<file path="src/rtl/syn_fifo.sv">
// rtl/syn_fifo.sv - single-clock FIFO with arbitrary depth, occupancy flags and error pulses
module syn_fifo #(
  parameter int DEEPTH     = 16,
  parameter int DATA_WIDTH = 8,
  parameter int DELAY      = 1,
  parameter int AF_LEVEL   = DEEPTH - 2,
  parameter int AE_LEVEL   = 2,
  localparam int CNT_WIDTH  = $clog2(DEEPTH + 1),
  localparam int ADDR_WIDTH = $clog2(DEEPTH)
) (
  input  logic                  clk,
  input  logic                  rst,
  input  logic                  w_en,
  input  logic [DATA_WIDTH-1:0] wdata,
  input  logic                  r_en,
  output logic [DATA_WIDTH-1:0] rdata,
  output logic                  full,
  output logic                  empty,
  output logic                  almost_full,
  output logic                  almost_empty,
  output logic [CNT_WIDTH-1:0]  data_cnt,
  output logic                  overflow,
  output logic                  underflow
);

  localparam logic [ADDR_WIDTH-1:0] LAST_ADDR = ADDR_WIDTH'(DEEPTH - 1);
  localparam logic [CNT_WIDTH-1:0]  FULL_CNT  = CNT_WIDTH'(DEEPTH);
  localparam logic [CNT_WIDTH-1:0]  AF_CNT    = CNT_WIDTH'(AF_LEVEL);
  localparam logic [CNT_WIDTH-1:0]  AE_CNT    = CNT_WIDTH'(AE_LEVEL);

  logic [DATA_WIDTH-1:0] mem [DEEPTH];
  logic [ADDR_WIDTH-1:0] wr_ptr;
  logic [ADDR_WIDTH-1:0] rd_ptr;
  logic [CNT_WIDTH-1:0]  count;
  logic                  wr_acc;
  logic                  rd_acc;

  // Explicit wrap so non-power-of-two depths never rely on binary rollover.
  function automatic logic [ADDR_WIDTH-1:0] next_ptr(input logic [ADDR_WIDTH-1:0] p);
    return (p == LAST_ADDR) ? '0 : p + 1'b1;
  endfunction

  assign wr_acc = w_en & ~full;
  assign rd_acc = r_en & ~empty;

  assign full         = (count == FULL_CNT);
  assign empty        = (count == '0);
  assign almost_full  = (count >= AF_CNT);
  assign almost_empty = (count <= AE_CNT);
  assign data_cnt     = count;

  always_ff @(posedge clk) begin
    if (wr_acc) begin
      mem[wr_ptr] <= wdata;
    end
  end

  always_ff @(posedge clk) begin
    if (rst) begin
      wr_ptr    <= '0;
      rd_ptr    <= '0;
      count     <= '0;
      overflow  <= 1'b0;
      underflow <= 1'b0;
    end else begin
      overflow  <= w_en & full;
      underflow <= r_en & empty;
      if (wr_acc) begin
        wr_ptr <= next_ptr(wr_ptr);
      end
      if (rd_acc) begin
        rd_ptr <= next_ptr(rd_ptr);
      end
      case ({wr_acc, rd_acc})
        2'b10:   count <= count + 1'b1;
        2'b01:   count <= count - 1'b1;
        default: count <= count;
      endcase
    end
  end

  generate
    if (DELAY == 1) begin : g_reg_read
      logic [DATA_WIDTH-1:0] rdata_q;
      always_ff @(posedge clk) begin
        if (rst) begin
          rdata_q <= '0;
        end else if (rd_acc) begin
          rdata_q <= mem[rd_ptr];
        end
      end
      assign rdata = rdata_q;
    end else begin : g_show_ahead
      assign rdata = empty ? '0 : mem[rd_ptr];
    end
  endgenerate

endmodule

</file>
<file path="config.mk">
export PLATFORM = sky130hd
export DESIGN_NAME = syn_fifo
export DESIGN_NICKNAME = d
export VERILOG_FILES = /design/src/rtl/syn_fifo.sv
export SDC_FILE = /design/constraint.sdc
export NUM_CORES = 1
export LEC_CHECK = 0
export BUFFER_PORTS_ARGS = -buffer_cell sky130_fd_sc_hd__buf_2
export CAP_MARGIN = 40
export CORE_ASPECT_RATIO = 0.75
export CORE_MARGIN = 2
export CORE_UTILIZATION = 65
export DETAILED_ROUTE_END_ITERATION = 6
export GPL_TIMING_DRIVEN = 0
export HOLD_SLACK_MARGIN = 0.08
export PLACE_DENSITY_LB_ADDON = 0.1
export SYNTH_ARGS = -nofsm -noshare
export SYNTH_HDL_FRONTEND = slang
export SYNTH_SLANG_ARGS = --single-unit
</file>
<file path="constraint.sdc">
create_clock -name clk -period 4.9 [get_ports clk]
set_input_delay 0.735 -clock clk [delete_from_list [all_inputs] [get_ports clk]]
set_output_delay 0.735 -clock clk [all_outputs]
set_load 0.05 [all_outputs]
</file>
---- Yosys cells after proc, flatten, opt, wreduce, memory -nomap -nowiden ----
Memory sizes are Yosys's and may differ from the RTL's. A register that Yosys moved wholly into a read port is not among the register bits.
Cells that the tools add are included.
operators by class
  add/sub/neg operators ................... 4
  multipliers ............................. 0
  div/mod/pow operators ................... 0
  magnitude comparators ................... 2
  eq/ne operators ......................... 5
  shifts and indexed selects .............. 0
  mux-type cells .......................... 5
  bitwise gates (word level) .............. 6
  reduce and logical (&&, ||, !) cells .... 2
operators by type and width
  kind                 count
  $pmux 5 s2           1
  $add 4x1->4 const B  2
  $eq 4x4->1 const B   2
  $mux 4               2
  $add 5x1->5 const B  1
  $eq 5x5->1 const B   1
  $ge 5x4->1 const B   1
  $le 5x2->1 const B   1
  $logic_not 5->1      1
  $sub 5x1->5 const B  1
  $and 1x1->1          4
  $eq 2x1->1 const B   1
  $eq 2x2->1 const B   1
  $mux 1               2
  $not 1->1            2
  $reduce_bool 2->1    1
word-level totals
  bits in registers ....................... 15
  bits in latches ......................... 0
  RAM bits ................................ 128
  memory bits (read-only) ................. 0
  input bits .............................. 12
  output and inout port bits .............. 19
  logic and storage cells ................. 30
  memories ................................ 1
memory list
  memory  words  width  rd ports  clocked after Yosys merged registers in  write ports  RTL line  text
  mem     16     8      1         1                                        1            31        logic [DATA_WIDTH-1:0] mem [DEEPTH];

---- Longest topological paths before layout ----
  depth after elaboration ................. 5
  gate-level depth with buffers ........... 12
  mapped depth without buffers ............ 10

---- Least setup slack after synthesis ----
OpenSTA, ideal clock, no wires.
  path type ............................... reg2out
  start point ............................. register count[2], in the netlist data_cnt[2]
  end point ............................... output port almost_empty
  arrival time ............................ 3205 ps
  data required time ...................... 4165 ps
  slack ................................... 960 ps
  cell stages (with the launch flop) ...... 3
  buffers on the path ..................... 1
  path through ............................ dfxtp_1 buf_2 a2111oi_0
between the ends
  cells in the longest elaborated chain, start to end .. 1
ends and longest elaborated chain
  element                 RTL line  text
  from (decl)             34        logic [CNT_WIDTH-1:0] count;
  from (signal assigned)  75        2'b10: count <= count + 1'b1;
  from (signal assigned)  76        2'b01: count <= count - 1'b1;
  from (signal assigned)  77        default: count <= count;
  $le 5x2->1              49        assign almost_empty = (count <= AE_CNT);
  to (decl)               20        output logic almost_empty,
Every way passes these cells.

---- Worst setup path after layout ----
  start point ............................. register count[1], in the netlist data_cnt[1]
  end point ............................... register count[4], in the netlist data_cnt[4]
between the ends
  cells in the longest elaborated chain, start to end .. 5
  elaborated cells between the ends (all ways) .. 12
  classes of those cells .................. add/sub: 2; eq/ne: 3; mux: 1; bitwise: 4; reduce/logical: 2
ends and longest elaborated chain
  element                                          RTL line  text
  $eq 5x5->1 or $logic_not 5->1 (tied branches)    46, 47
  $not 1->1 (on tied branches)                     43, 44
  $and 1x1->1 (on tied branches)                   43, 44
  $eq 2x1->1 or $eq 2x2->1 (tied branches)         74        case ({wr_acc, rd_acc})
  $pmux 5 s2 or $reduce_bool 2->1 (tied branches)  --
Several ways; a longest one is shown, not always the timed one.
A chain may end at the register's enable or synchronous reset.

==> run_results.csv <==
group,metric,value,unit
run_status,status,"complete, no violations",
synth,yosysSeqAreaShare,67.73,%
power,finalPower,3.954,mW
sta,rsz0062_at_grt,"no",
worst_setup_path,cp-start-kind,"flip-flop",
global_routing,grt_usage,25.22,%
worst_setup_path,cp.required,5.24,ns
worst_setup_path,ff2ff_path_depth,12,
global_routing,grt_start_max_net_pins,17,
finish,n_antenna_cell,0,
floorplanning,ios,31,
route,drtIter0Drc,373,
finish,design_area,7239,µm²
sta,setup_tns,0,ns
placed_design,hpwlAfterDp,8144,µm
worst_setup_path,cp_slowest_stage_delay,0.43,ns
synth,synth_flop_cell,"edfxtp_1",
hold_path,hp-class,"flip-flop to flip-flop",
sta,whs,0.4942,ns
finish,fin_cells,566,
finish,area_delta_synth_final,13.92,%
placed_design,portBuffers,29,
floorplanning,dieArea,10590,µm²
worst_setup_path,crit_slowest_cell,"nor4_2",
synth,synth_warnings,0,
worst_setup_path,cp-end-kind,"flip-flop",
worst_setup_path,cp-startpoint,"data_cnt[1]",
synth,netlist_area,6355,µm²
clock_network,root_buffer,"clkbuf_16",
sta,min_period_over_period,60.16,%
clock_network,post_cts_buffers,0,
synth,syn-num-nets,390,
worst_setup_path,reg2reg_from,"data_cnt[1]",
placed_design,gp_congestion,0.8345,
power,power.density,546.1,nW/µm²
hold_path,hp-start,"rdata[5]",
job,cap_violations,0,
global_routing,antenna_found_initial,0,
placed_design,place_inst,534,
floorplanning,start_util,66.33,%
worst_setup_path,cp_cell_sequence,"buf_2, nor4_2, a21boi_2, inv_1, ha_1, buf_2, xor2_1, ha_1, a21oi_1, a221o_1, a2111o_1, o2111ai_1",
power,power_leakage,2.466,nW
clock_network,clk_latency,0.42,ns
route,vias,3459,
power,irDropWorstVdd,0.0004446,V
placed_design,detailed_place.area,6685,µm²
clock_network,clkTransAtPathRegs,0.06,ns
global_routing,grt_pass1_wl,18800,µm
worst_setup_path,cp_max_fo,10,
floorplanning,fp.dieH,89.63,µm
finish,nNetsFinal,442,
route,antenna_left,0,
route,firstDrtPassIters,5,
route,drc,0,
sta,clock_skew,0.01386,ns
clock_network,ctsHoldBuffers,0,
sta,slew_violations,0,
floorplanning,core_area,9580,µm²
placed_design,pre_cts_slack,1.829,ns
synth,synthArstFlopShare,0,%
synth,synthCells,369,
floorplanning,die_w,118.2,µm
finish,drive_gt1_share,22.12,%
synth,ys_ff_latch,151,
route,wl_per_cell,21.81,µm
global_routing,grt_pass1_vias,3221,
sta,worst_pin_slew,0.8803,ns
clock_network,cts_made_buffers,17,
hold_path,whs_path_depth,2,
worst_setup_path,crit_arrival,3.29,ns
global_routing,overflow,0,
finish,post-route-util,75.56,%
sta,fmax,339.2,MHz
sta,relSlewSlack,41.10,%
clock_network,clock-sinks,151,
finish,final_cell_mix,"edfxtp_1, buf_2, nor2_1",
synth,avgSynthCellArea,17.22,µm²
synth,synth-edff-count,128,
finish,layout_commonest_cell,"edfxtp_1",
clock_network,cts_tree,"done",
clock_network,clock_path_buffers,2,
route,vias_per_cell,6.111,
worst_setup_path,crit_type,"flip-flop to flip-flop",
sta,setup_viol,0,
synth,synth_cell_type_count,49,
sta,period_minus_slack,2.948,ns
sta,fin_ws,1.952,ns
clock_network,cts_max_level,4,
route,wl,12350,µm
clock_network,cts_resized,0,
sta,finalHoldViolations,0,
floorplanning,std_cell_rows,31,
-- cells in the mapped netlist, types with 2 or more instances --
cell type  number  area share (%)
or3_1           2            0.20
a21oi_1        12            0.95
ha_1            9             1.8
a21o_1          2            0.24
dfxtp_1        23             7.2
edfxtp_1      128              60
buf_2           4            0.32
nand3_1         2            0.16
o22ai_1        10            0.98
inv_1           6            0.35
clkbuf_1        4            0.24
buf_6           7             1.2
a311oi_1        9             1.2
clkbuf_8        3            0.65
buf_8           2            0.47
mux4_2          9             3.2
nand2b_1        4            0.39
buf_12          2            0.63
xor2_1          4            0.55
or2_1           8            0.79
a41oi_1         2            0.28
a221o_1         2            0.32
nand2_1        10            0.59
nor3_1          5            0.39
nor2_1         30             1.8
nor3b_1         3            0.35
mux4_1         15             6.2
o21ai_0         2            0.16
mux2i_1        29             4.6
a21boi_2        2            0.35
-- metal layers --
metal / up-vias / global-route usage [%] / wire, µm
li1: 1583 / - / -
met1: 1733 / 37.05 / 5567
met2: 131 / 37.20 / 5684
met3: 12 / 7.071 / 965
met4: 0 / 8.543 / 128
met5: - / 0 / 0
-- report_power, final --
part / switching (mW) / internal (mW) / leakage (nW)
combinational: 0.765 / 0.430 / 0.867
sequential: 0.0636 / 1.49 / 1.34
clock: 0.510 / 0.698 / 0.254
-- area by class of cell --
class,count,area [µm²]
Multi-Input combinational cell,188,1780
Fill cell,563,2341
Tap cell,132,165.2
Inverter,6,22.52
Clock inverter,15,128.9
Sequential cell,151,4304
Buffer,24,247.7
Clock buffer,17,425.4
Timing Repair Buffer,33,165.2
-- sequential cells by signal, indices dropped and copies added (netlist names) --
name,cells
mem,128
overflow,1
rd_ptr,4
wr_ptr,4
rdata,8
data_cnt,5
underflow,1
-- critical path: cells and delay by family, from the launching register on --
kind | cells | cell delay, ns
DFF | 1 | 0.30
xor gates and xnor gates | 1 | 0.18
adders and majority gates | 2 | 0.36
AOI/OAI and AO/OA | 5 | 1.08
buffers and inverters | 3 | 0.51
and+or+nand+nor | 1 | 0.43
-- final timing paths --
| check | endpoint | slack, ns |
|---|---|---|
| max | data_cnt[4] | 1.95 |
| min | rdata[5] | 0.49 |
| max reg2reg | data_cnt[4] | 1.95 |
| min reg2reg | rdata[5] | 0.49 |
-- logic make-up after synthesis --
kind of cell / count (synthesis) / synth area share (%)
flops: 151 / 67.73
simple gates: 71 / 5.710
mux: 53 / 13.96
compound gates: 50 / 5.887
buf+inv: 30 / 4.253
fa+ha+maj: 9 / 1.772
xor+xnor: 5 / 0.6891
(Power assumes the default switching activity.)
